**src/rtl/mux_4to1_rr_arbiter.sv**
```systemverilog
// Round-robin arbiter driving the select/enable of a shared 4:1 mux.
// Hold limit forces rotation when others are waiting.
// Ports:
//   clk    - clock, rising edge
//   rst_n  - async active-low reset
//   req    - [3:0] request per source
//   grant  - [3:0] registered one-hot grant, 0 when idle
//   sel    - [1:0] mux select, index of owner, held when idle
//   en     - mux enable, 1 iff grant != 0
//   busy   - 1 while a grant is active
module mux_4to1_rr_arbiter #(
  parameter int MAX_HOLD = 8,
  parameter int CNT_W    = 4
) (
  input  logic       clk,
  input  logic       rst_n,
  input  logic [3:0] req,
  output logic [3:0] grant,
  output logic [1:0] sel,
  output logic       en,
  output logic       busy
);

  typedef enum logic {
    IDLE,
    GRANT
  } state_t;

  localparam logic [CNT_W-1:0] MAX_C = CNT_W'(MAX_HOLD);

  state_t           state_q, state_d;
  logic [3:0]       grant_q, grant_d;
  logic [1:0]       sel_q, sel_d;
  logic [1:0]       last_q, last_d;
  logic [CNT_W-1:0] cnt_q, cnt_d;
  logic             en_q, en_d;

  logic             take;
  logic [1:0]       nxt;

  // First set bit scanning p, p+1, ... (mod 4).
  // Walk offsets high to low so the nearest hit wins.
  function automatic logic [1:0] pick(
    input logic [1:0] p,
    input logic [3:0] r
  );
    logic [1:0] idx;
    pick = p;
    for (int i = 3; i >= 0; i--) begin
      idx = p + 2'(i);
      if (r[idx]) pick = idx;
    end
  endfunction

  always_comb begin
    state_d = state_q;
    grant_d = grant_q;
    sel_d   = sel_q;
    last_d  = last_q;
    cnt_d   = cnt_q;
    en_d    = en_q;
    take    = 1'b0;
    nxt     = sel_q;

    unique case (state_q)
      IDLE: begin
        if (|req) begin
          take = 1'b1;
          nxt  = pick(last_q + 2'd1, req);
        end
      end
      GRANT: begin
        if (!req[sel_q]) begin
          if (|req) begin
            take = 1'b1;
            nxt  = pick(sel_q + 2'd1, req);
          end else begin
            state_d = IDLE;
            grant_d = 4'b0000;
            en_d    = 1'b0;
            cnt_d   = '0;
          end
        end else if (cnt_q == MAX_C &&
                     |(req & ~grant_q)) begin
          // Owner is still the last candidate in
          // the scan, so another source wins.
          take = 1'b1;
          nxt  = pick(sel_q + 2'd1, req);
        end else if (cnt_q != MAX_C) begin
          cnt_d = cnt_q + 1'b1;
        end
      end
      default: ;
    endcase

    if (take) begin
      state_d = GRANT;
      grant_d = 4'b0001 << nxt;
      sel_d   = nxt;
      last_d  = nxt;
      cnt_d   = CNT_W'(1);
      en_d    = 1'b1;
    end
  end

  always_ff @(posedge clk or negedge rst_n) begin
    if (!rst_n) begin
      state_q <= IDLE;
      grant_q <= 4'b0000;
      sel_q   <= 2'd0;
      last_q  <= 2'd3;
      cnt_q   <= '0;
      en_q    <= 1'b0;
    end else begin
      state_q <= state_d;
      grant_q <= grant_d;
      sel_q   <= sel_d;
      last_q  <= last_d;
      cnt_q   <= cnt_d;
      en_q    <= en_d;
    end
  end

  assign grant = grant_q;
  assign sel   = sel_q;
  assign en    = en_q;
  assign busy  = (state_q == GRANT);

endmodule

```
**config.mk**
```make
export PLATFORM = sky130hd
export DESIGN_NAME = mux_4to1_rr_arbiter
export DESIGN_NICKNAME = d
export VERILOG_FILES = /design/src/rtl/mux_4to1_rr_arbiter.sv
export SDC_FILE = /design/constraint.sdc
export NUM_CORES = 1
export LEC_CHECK = 0
export BUFFER_PORTS_ARGS = -buffer_cell sky130_fd_sc_hd__buf_2
export CORE_MARGIN = 2
export CORE_UTILIZATION = 59
export CTS_BUF_LIST = sky130_fd_sc_hd__clkbuf_4
export CTS_CLUSTER_DIAMETER = 80
export DETAILED_ROUTE_END_ITERATION = 10
export PLACE_DENSITY = 0.81
export SKIP_LAST_GASP = 1
export SYNTH_ARGS = -nofsm -noshare
export SYNTH_HDL_FRONTEND = slang
export SYNTH_SLANG_ARGS = --single-unit
```
**constraint.sdc**
```tcl
create_clock -name clk -period 2.22 [get_ports clk]
set_input_delay 0.444 -clock clk [delete_from_list [all_inputs] [get_ports clk]]
set_output_delay 0.444 -clock clk [all_outputs]
set_load 0.005 [all_outputs]
```
==> results of run 1 <==
[metrics by stage]
step                std cells  hold WS (ns)  power [mW]  setup WS (ns)
floorplan                 103         0.148       0.993          0.378
global placement          128         0.339        1.14          0.224
detailed placement        128         0.344        1.15          0.204
CTS                       131        0.0467        1.30          0.243
global route              131        0.0717        1.39         0.0972
finish                    131        0.0471        1.29          0.238
[placed cells by master, fill, tap and decap left out, types with 3 or more instances in the layout]
master and n:
sky130_fd_sc_hd__clkbuf_4 3, sky130_fd_sc_hd__buf_2 13, sky130_fd_sc_hd__nor2_1 8, sky130_fd_sc_hd__nand2_1 3
sky130_fd_sc_hd__dfrtp_1 12, sky130_fd_sc_hd__nor2b_1 3, sky130_fd_sc_hd__mux2i_1 5, sky130_fd_sc_hd__inv_1 7
sky130_fd_sc_hd__a21oi_1 4, sky130_fd_sc_hd__o21bai_1 3, sky130_fd_sc_hd__nand2b_1 3
[critical path, delay by kind of cell (launching register included)]
kind                     cells  cell delay [ns]
multiplexers                 1             0.36
buffers and inverters        1             0.09
flip-flops                   1             0.41
AND/OR/NAND/NOR              2             0.53
adder cells (fa/ha/maj)      1             0.14
AO/OA/AOI/OAI                2             0.38
[registers in the layout (all words and copies together) (netlist names)]
signal / count
busy: 1
grant: 4
sel: 2
last_q: 2
en: 1
cnt_q: 4
[routing by layer]
metal  global-route usage, %  vias up
li1                        -      395
met1                    30.8      403
met2                    37.5       17
met3                    1.19        4
met4                    12.6        0
met5                       0        -
[synth_stat cells (2+ instances only)]
cell type / n / area (um2)
sky130_fd_sc_hd__a21o_1: 2 / 15.0
sky130_fd_sc_hd__a21oi_1: 4 / 20.0
sky130_fd_sc_hd__a2bb2oi_1: 2 / 17.5
sky130_fd_sc_hd__a31oi_1: 2 / 12.5
sky130_fd_sc_hd__and3b_1: 2 / 17.5
sky130_fd_sc_hd__buf_2: 2 / 10.0
sky130_fd_sc_hd__buf_4: 2 / 15.0
sky130_fd_sc_hd__dfrtp_1: 12 / 300
sky130_fd_sc_hd__dfstp_2: 2 / 52.6
sky130_fd_sc_hd__ha_1: 2 / 25.0
sky130_fd_sc_hd__inv_1: 7 / 26.3
sky130_fd_sc_hd__inv_2: 2 / 7.51
sky130_fd_sc_hd__mux2_2: 2 / 22.5
sky130_fd_sc_hd__mux2i_1: 5 / 50.1
sky130_fd_sc_hd__nand2_1: 3 / 11.3
sky130_fd_sc_hd__nand2b_1: 3 / 18.8
sky130_fd_sc_hd__nand3_1: 2 / 10.0
sky130_fd_sc_hd__nor2_1: 8 / 30.0
sky130_fd_sc_hd__nor2b_1: 3 / 18.8
sky130_fd_sc_hd__nor2b_4: 2 / 27.5
sky130_fd_sc_hd__o21a_1: 2 / 15.0
sky130_fd_sc_hd__o21ai_0: 2 / 10.0
sky130_fd_sc_hd__o21bai_1: 3 / 22.5
sky130_fd_sc_hd__o2bb2ai_1: 2 / 17.5
sky130_fd_sc_hd__xor2_1: 2 / 17.5
[final cells by class]
cell class | instances | area, um2
multi-input combinational | 73 | 599
fill | 133 | 579
sequential | 14 | 353
tap | 17 | 21.3
timing repair buffer | 15 | 80.1
clock buffer | 3 | 22.5
inverter | 9 | 33.8
[worst paths after layout]
kind,from,endpoint,slack [ns],cells past startpoint
setup / recovery,cnt_q[0],last_q[1],0.24,7
hold / removal,rst_n,busy,0.05,1
setup reg to reg,cnt_q[0],last_q[1],0.24,7
hold reg to reg,en,en,0.49,1
max in group asynchronous,rst_n,last_q[1],1.89,1
min in group clk,en,en,0.49,1
[cells by family (layout without fill, tap and decap cells)]
| logic type | Yosys count | after routing | share of synthesized area (%) |
|---|---|---|---|
| DFF | 14 | 14 | 34.2 |
| adders and majority gates | 2 | 2 | 2.43 |
| AOI/OAI and AO/OA | 32 | 32 | 27.9 |
| muxes | 7 | 7 | 7.04 |
| and+or+nand+nor | 29 | 29 | 18.2 |
| xor gates and xnor gates | 3 | 3 | 2.55 |
| buffers and inverters | 16 | 27 | 7.65 |
[power by group through the flow]
stage	logic, mW	registers (mW)	clock network, mW
floorplan	0.545	0.448	0
global placement	0.637	0.502	0
detailed placement	0.649	0.506	0
CTS	0.658	0.501	0.138
global route	0.718	0.523	0.145
finish	0.657	0.503	0.130
==> results.md, run 1 <==
## Status
* **result of the run** finished clean

## Run
* **max cap viols** 0

## Timing
* **Fin Clk Skew** 0.00330 ns
* **max frequency** 0.504 GHz
* **max-slew headroom at the worst pin** 68.6%
* **shortest clock period the worst path allows after layout** 1.98 ns
* **setup repair after global routing missed its margin** no
* **Tightest Pin Transition** 0.471 ns
* **setup total negative slack** 0 ns
* **Hold Violations, Final** 0
* **final clock period utilization by the worst path** 89.3%
* **total setup violations reported at the end of the flow** 0
* **final slew viol count** 0

## Logic synthesis
* **dominant register cell in the synthesized netlist** sky130_fd_sc_hd__dfrtp_1
* **cell count after synthesis** 103
* **Synth Net Count** 111
* **cell area after synthesis** 0.00103 mm2
* **register bit total from synthesis** 14
* **number of library cell types mapped by synthesis** 48
* **share of the yosys chip area belonging to registers** 34.2%
* **async set-or-reset flop fraction in the synthesized netlist** 100%
* **warning count from the yosys run** 0
* **number of flops mapped to enable cells by yosys** 0
* **Post-Syn Area per Cell** 10.0 um2

## Routing
* **average routed wire per standard cell** 15.9 um
* **number of iterations in the first detailed-routing pass** 4
* **initial detailed-routing violation count** 11
* **routed vias/inst** 6.25
* **Post-DRT Antenna Nets** 0
* **sum of met2 wire segment lengths after detailed routing** 1.03 mm
* **Met1 Routed Length** 959 um
* **DR vias** 819
* **routed wire length on met3** 63 um
* **DRC violation count after routing** 0
* **uppermost layer routed** met4
* **WL final** 2.09 mm

## Clocking
* **insertion delay of the later-clocked pin in the worst-skew pair** 0.27 ns
* **total clock buffers created by CTS** 3
* **clock edge transition at the registers on the reported setup and hold paths** 0.07 ns
* **CTS tree** yes
* **Max clock buf depth** 2
* **CTS H-tree depth** 1
* **clock sinks** 14
* **count of instances resized after the clock tree is built** 0
* **number of buffers inserted to repair setup after CTS** 0
* **clock tree root driver cell** sky130_fd_sc_hd__clkbuf_4
* **hold buffers post-CTS** 0

## Final layout
* **Area growth, synth to finish** 7.65%
* **layout cells sized above 1** 31.6%
* **# diodes** 0
* **finished layout cell area** 0.00111 mm2
* **total number of nets in the final design** 124
* **final cell utilization of the core** 65.7%

## Pwr
* **Switching Share** 41.3%
* **maximum vdd drop** 0.000817 V
* **Pleak** 0.507 nW
* **clock network fraction of design power** 10.1%
* **sequential share of power** 39.0%
* **areal power density over the cells** 1160 mW/mm2
* **Internal Power** 758 uW
* **total net switching power** 532 uW
* **combinational share of power** 50.9%

## Worst setup path
* **cell with the biggest individual delay on the critical path** sky130_fd_sc_hd__dfrtp_1
* **category of the worst setup path launch point** register
* **arrival time reported for the critical path endpoint** 2.18 ns
* **element type at the critical path end** register
* **critical path required time** 2.42 ns
* **type of the worst setup path** register to register
* **Worst Path Max Fanout** 5
* **cell-by-cell listing of the critical path** inv_1 -> ha_1 -> and3b_1 -> o41ai_4 -> and2_2 -> a21oi_2 -> mux2_2
* **Worst path max stage delay** 0.41 ns

## Die
* **Die Footprint** 0.00210 mm2
* **top-level I/O count** 14
* **area of the core** 0.00169 mm2
* **number of rows created at floorplan** 15
* **initial core utilization** 61.0%
* **floorplan die height** 45.8 um
* **Die Wd** 45.8 um

## Placement
* **I/O Buffers** 13
* **post-detail-place hpwl** 1.56 mm
* **cell area reported after detailed placement** 0.00109 mm2
* **gp weighted congestion** 0.931

## Global route
* **antenna violations before repair** 0
* **global-route wire length before repair** 3.46 mm
* **vias in the first global route** 781
* **pin count of the biggest net entering global routing** 16
* **total routing resource utilization after global routing** 23.1%
* **leftover overflow at the end of global routing** 0

## Min path
* **Hold/Removal Path Class** input port to asynchronous set/reset pin

Power figures use the tool's default switching activity.
==> run 2: changes to the inputs <==
Settings changed: ABC_CLOCK_PERIOD_IN_PS set to 2500, CORE_UTILIZATION 59 to 63, PLACE_DENSITY 0.81 to 0.86.
Clock period 2.22 ns to 2.5 ns, I/O delays scaled along.
==> run 2 against run 1 <==
  * Core utilization rose by 7.0 points
  * Final area fell by 0.11%
  * Via count rose by 0.61%
  * Clock skew rose by 0.0013 ns
  * Flip-flop and latch count did not move
  * Wire length rose by 4.3%
  * Clock-buffer cell count rose by 1
  * Largest cell class unchanged
  * Highest routed layer unchanged
==> results.md, run 2 (synthesis gave the netlist of run 1 again) <==
## Status
* **result of the run** finished clean

## Timing
* **setup repair after global routing missed its margin** no
* **shortest clock period the worst path allows after layout** 2.09 ns
* **setup total negative slack** 0 ns
* **tightest hold margin** 0.0984 ns
* **Hold Violations, Final** 0
* **final clock period utilization by the worst path** 83.6%
* **total setup violations reported at the end of the flow** 0
* **Tightest Pin Transition** 0.519 ns
* **final slew viol count** 0
* **Fin Clk Skew** 0.00465 ns
* **max frequency** 0.478 GHz
* **max-slew headroom at the worst pin** 65.4%

## Global route
* **total routing resource utilization after global routing** 26.7%
* **vias in the first global route** 766
* **antenna violations before repair** 0
* **leftover overflow at the end of global routing** 0
* **global-route wire length before repair** 3.75 mm
* **pin count of the biggest net entering global routing** 16

## Clocking
* **CTS tree** yes
* **clock edge transition at the registers on the reported setup and hold paths** 0.09 ns
* **clock tree root driver cell** sky130_fd_sc_hd__clkbuf_4
* **total clock buffers created by CTS** 3
* **insertion delay of the later-clocked pin in the worst-skew pair** 0.28 ns
* **hold buffers post-CTS** 0
* **number of buffers inserted to repair setup after CTS** 0
* **CTS H-tree depth** 1
* **clock sinks** 14
* **Max clock buf depth** 2
* **count of instances resized after the clock tree is built** 0

## Routing
* **WL final** 2.18 mm
* **routed vias/inst** 6.34
* **Post-DRT Antenna Nets** 0
* **number of iterations in the first detailed-routing pass** 4
* **DR vias** 824
* **initial detailed-routing violation count** 26
* **DRC violation count after routing** 0
* **average routed wire per standard cell** 16.7 um

## Die
* **floorplan die height** 44.5 um
* **Die Footprint** 0.00198 mm2
* **initial core utilization** 67.7%
* **area of the core** 0.00152 mm2
* **top-level I/O count** 14
* **number of rows created at floorplan** 14
* **Die Wd** 44.5 um

## Final layout
* **most common library cell in the layout ignoring fill and taps** sky130_fd_sc_hd__buf_2
* **finished layout cell area** 0.00111 mm2
* **Filler Cell Count** 114
* **Area growth, synth to finish** 7.52%
* **Final Instance Count excl. Fillers** 130
* **# diodes** 0
* **most used cells in the layout excluding fill and tap cells** sky130_fd_sc_hd__buf_2, sky130_fd_sc_hd__dfrtp_1, sky130_fd_sc_hd__nor2_1
* **total number of nets in the final design** 123
* **layout cells sized above 1** 31.6%

## Placement
* **placed cell count** 126
* **post-detail-place hpwl** 1.62 mm
* **gp weighted congestion** 0.864
* **I/O Buffers** 13
* **cell area reported after detailed placement** 0.00108 mm2

## Worst setup path
* **cell with the biggest individual delay on the critical path** sky130_fd_sc_hd__dfrtp_1
* **type of the worst setup path** register to register
* **Worst Path Max Fanout** 5
* **critical path required time** 2.71 ns
* **category of the worst setup path launch point** register
* **combined buffer and inverter count along the critical path** 1
* **worst setup path start** cnt_q[0]
* **RR Startpoint** cnt_q[0]
* **element type at the critical path end** register
* **cell-by-cell listing of the critical path** inv_1 -> ha_1 -> and3b_1 -> o41ai_4 -> and2_2 -> a21oi_2 -> mux2_2
* **arrival time reported for the critical path endpoint** 2.30 ns
* **Worst path max stage delay** 0.43 ns
* **dominant delay contributor by cell family on the critical path** simple AND/OR/NAND/NOR gates

## Pwr
* **Pleak** 0.508 nW
* **areal power density over the cells** 1060 mW/mm2
* **maximum vdd drop** 0.000713 V

## Run
* **max cap viols** 0

## Min path
* **Hold/Removal Path Class** input port to asynchronous set/reset pin

[run 2: cell types whose count changed in the layout (fill, tap and decap cells not counted), sizes merged]
cell,before,now
buf,15,14
clkbuf,3,4
[run 2: worst paths after layout]
check                       endpoint  slack, ns  cells after the start
hold / removal              grant[1]        0.1                      1
max in group asynchronous  last_q[0]       2.11                      1
hold reg to reg                   en       0.48                      1
setup reg to reg           last_q[1]       0.41                      7
setup / recovery           last_q[1]       0.41                      7
min in group clk                  en       0.48                      1
[run 2: final cells by class]
class / instances / area [um2] / share of cell area [%]
multi-input combinational: 73 / 599 / 54.1
sequential: 14 / 353 / 31.8
timing repair buffer: 14 / 72.6 / 6.55
inverter: 9 / 33.8 / 3.05
clock buffer: 4 / 30.0 / 2.71
tap: 16 / 20.0 / 1.81
[run 2: worst reg2reg max path, delay by kind of cell (launching register included)]
family	cells	cell delay, ns
buffers and inverters	1	0.10
and+or+nand+nor	2	0.55
AOI/OAI and AO/OA	2	0.42
muxes	1	0.37
DFF	1	0.43
adders and majority gates	1	0.17
[run 2: routing by layer]
layer  wire (um)  track usage, %
met5           0               0
met4          34            12.7
met3          71            3.67
met2        1060            40.6
met1        1010            37.5
[run 2: through the flow]
stage	total power, mW	utilization, %	setup slack [ns]
global placement	1.00	70.8	0.440
detailed placement	1.02	70.8	0.406
finish	1.17	72.7	0.409
floorplan	0.882	-	0.602
global route	1.25	72.7	0.279
CTS	1.17	72.7	0.429
[run 2: power by group]
part	internal (mW)	total (mW)	switching, mW
Combinational	0.289	0.580	0.290
Sequential	0.328	0.445	0.117
Clock	0.0728	0.146	0.0734
Total	0.690	1.17	0.481
==> run 3: changes to the inputs <==
Settings changed: ABC_CLOCK_PERIOD_IN_PS 2500 to 2200, CORE_UTILIZATION 63 to 59, PLACE_DENSITY 0.86 to 0.81.
Clock period 2.5 ns to 2.2 ns, I/O delays scaled along.
==> run 3 against run 2 <==
  * Global-route usage is 4.8 points lower
  * Sequential share of layout area is 0.25 points lower
  * First-iteration DRC count is 54% lower
  * Sequential power is 14% higher
  * Core utilization is 6.6 points lower
  * Power is 11% higher
  * Clock power is 8% lower
  * Non-clock buffer count is 2 higher
  * Clock-buffer cell count is 1 lower
  * Largest cell class unchanged
  * Largest power group unchanged
==> results.md, run 3 (synthesis gave the netlist of run 1 again) <==
## Global route
* **total routing resource utilization after global routing** 21.9%
* **vias in the first global route** 768
* **met1 track demand over resource** 32.3%
* **leftover overflow at the end of global routing** 0
* **antenna violations before repair** 0
* **pin count of the biggest net entering global routing** 16
* **met2 Use GR** 31.3%
* **global-route wire length before repair** 3.34 mm
* **most used routing layer** met1
* **met3 Resource Use GR** 1.98%

## Timing
* **total setup violations reported at the end of the flow** 0
* **Fin Clk Skew** 0.00178 ns
* **Hold Violations, Final** 0
* **max-slew headroom at the worst pin** 67.0%
* **final slew viol count** 0
* **setup total negative slack** 0 ns
* **Tightest Pin Transition** 0.495 ns
* **shortest clock period the worst path allows after layout** 1.99 ns
* **max frequency** 0.502 GHz
* **setup repair after global routing missed its margin** no
* **final clock period utilization by the worst path** 90.6%
* **tightest hold margin** 0.0486 ns

## Clocking
* **insertion delay of the later-clocked pin in the worst-skew pair** 0.27 ns
* **clock tree root driver cell** sky130_fd_sc_hd__clkbuf_4
* **hold buffers post-CTS** 0
* **number of buffers inserted to repair setup after CTS** 0
* **total clock buffers created by CTS** 3
* **CTS tree** yes
* **count of instances resized after the clock tree is built** 0
* **Max clock buf depth** 2
* **CTS H-tree depth** 1
* **clock edge transition at the registers on the reported setup and hold paths** 0.07 ns
* **clock sinks** 14

## Placement
* **I/O Buffers** 13
* **cell area reported after detailed placement** 0.00109 mm2
* **gp weighted congestion** 0.932
* **post-detail-place hpwl** 1.56 mm

## Routing
* **average routed wire per standard cell** 15.7 um
* **routed vias/inst** 6.08
* **DRC violation count after routing** 0
* **initial detailed-routing violation count** 12
* **Post-DRT Antenna Nets** 0
* **WL final** 2.08 mm
* **DR vias** 802
* **number of iterations in the first detailed-routing pass** 4

## Worst setup path
* **reg-to-reg slack, setup** 0.21 ns
* **Worst Path Max Fanout** 5
* **critical path required time** 2.40 ns
* **category of the worst setup path launch point** register
* **type of the worst setup path** register to register
* **arrival time reported for the critical path endpoint** 2.19 ns
* **element type at the critical path end** register

## Die
* **initial core utilization** 61.0%
* **top-level I/O count** 14
* **number of rows created at floorplan** 15
* **area of the core** 0.00169 mm2
* **floorplan die height** 45.8 um
* **Die Footprint** 0.00210 mm2
* **Die Wd** 45.8 um

## Pwr
* **final total power** 1.30 mW
* **areal power density over the cells** 1160 mW/mm2
* **Pleak** 0.513 nW
* **maximum vdd drop** 0.000824 V

## Final layout
* **# diodes** 0
* **most common library cell in the layout ignoring fill and taps** sky130_fd_sc_hd__buf_2
* **layout cells sized above 1** 32.2%
* **Filler Cell Count** 140
* **Area growth, synth to finish** 8.37%
* **total number of nets in the final design** 125
* **most used cells in the layout excluding fill and tap cells** sky130_fd_sc_hd__buf_2, sky130_fd_sc_hd__dfrtp_1, sky130_fd_sc_hd__nor2_1
* **finished layout cell area** 0.00112 mm2

## Min path
* **Hold/Removal Path Class** input port to asynchronous set/reset pin

## Run
* **max cap viols** 0

## Status
* **result of the run** finished clean

## run 3: cell types whose count changed in the layout (fill, tap and decap cells not counted), sizes merged
| cell | previous run | this run |
|---|---|---|
| buf | 14 | 16 |
| clkbuf | 4 | 3 |
## run 3: cell type report
| type | count | area, um2 | share of cell area, % |
|---|---|---|---|
| Multi-Input combinational cell | 73 | 599 | 53.6 |
| Timing Repair Buffer | 16 | 87.6 | 7.84 |
| Tap cell | 17 | 21.3 | 1.90 |
| Clock buffer | 3 | 22.5 | 2.02 |
| Inverter | 9 | 33.8 | 3.02 |
| Sequential cell | 14 | 353 | 31.6 |
## run 3: worst max-delay path: stages, from the launching register on
cell	delay, ns
sky130_fd_sc_hd__dfrtp_1	0.41
sky130_fd_sc_hd__inv_1	0.09
sky130_fd_sc_hd__ha_1	0.14
sky130_fd_sc_hd__and3b_1	0.29
sky130_fd_sc_hd__o41ai_4	0.14
sky130_fd_sc_hd__and2_2	0.24
sky130_fd_sc_hd__a21oi_2	0.25
sky130_fd_sc_hd__mux2_2	0.36
## run 3: worst paths after layout
path | from | endpoint | depth (start not counted)
hold reg to reg | en | en | 1
max in group asynchronous | rst_n | last_q[1] | 1
setup / recovery | cnt_q[0] | last_q[1] | 7
setup reg to reg | cnt_q[0] | last_q[1] | 7
hold / removal | rst_n | busy | 1
min in group clk | en | en | 1
## run 3: routing by layer
layer	up-vias	routed length [um]
met3	4	59
met2	14	990
met5	-	0
li1	396	-
met4	0	26
met1	388	1000
## run 3: stage by stage
step | utilization [%] | std cells | setup WS [ns]
6_report | 66.1 | 132 | 0.207
5_1_grt | 66.1 | 132 | 0.124
4_1_cts | 66.1 | 132 | 0.223
3_3_place_gp | 64.8 | 129 | 0.206
3_5_place_dp | 64.8 | 129 | 0.168
2_1_floorplan | - | 103 | 0.362
## run 3: power by group
part / switching (mW) / total (mW) / internal [mW]
logic: 0.328 / 0.656 / 0.329
registers: 0.135 / 0.508 / 0.373
clock network: 0.0715 / 0.135 / 0.0632
total: 0.534 / 1.30 / 0.765
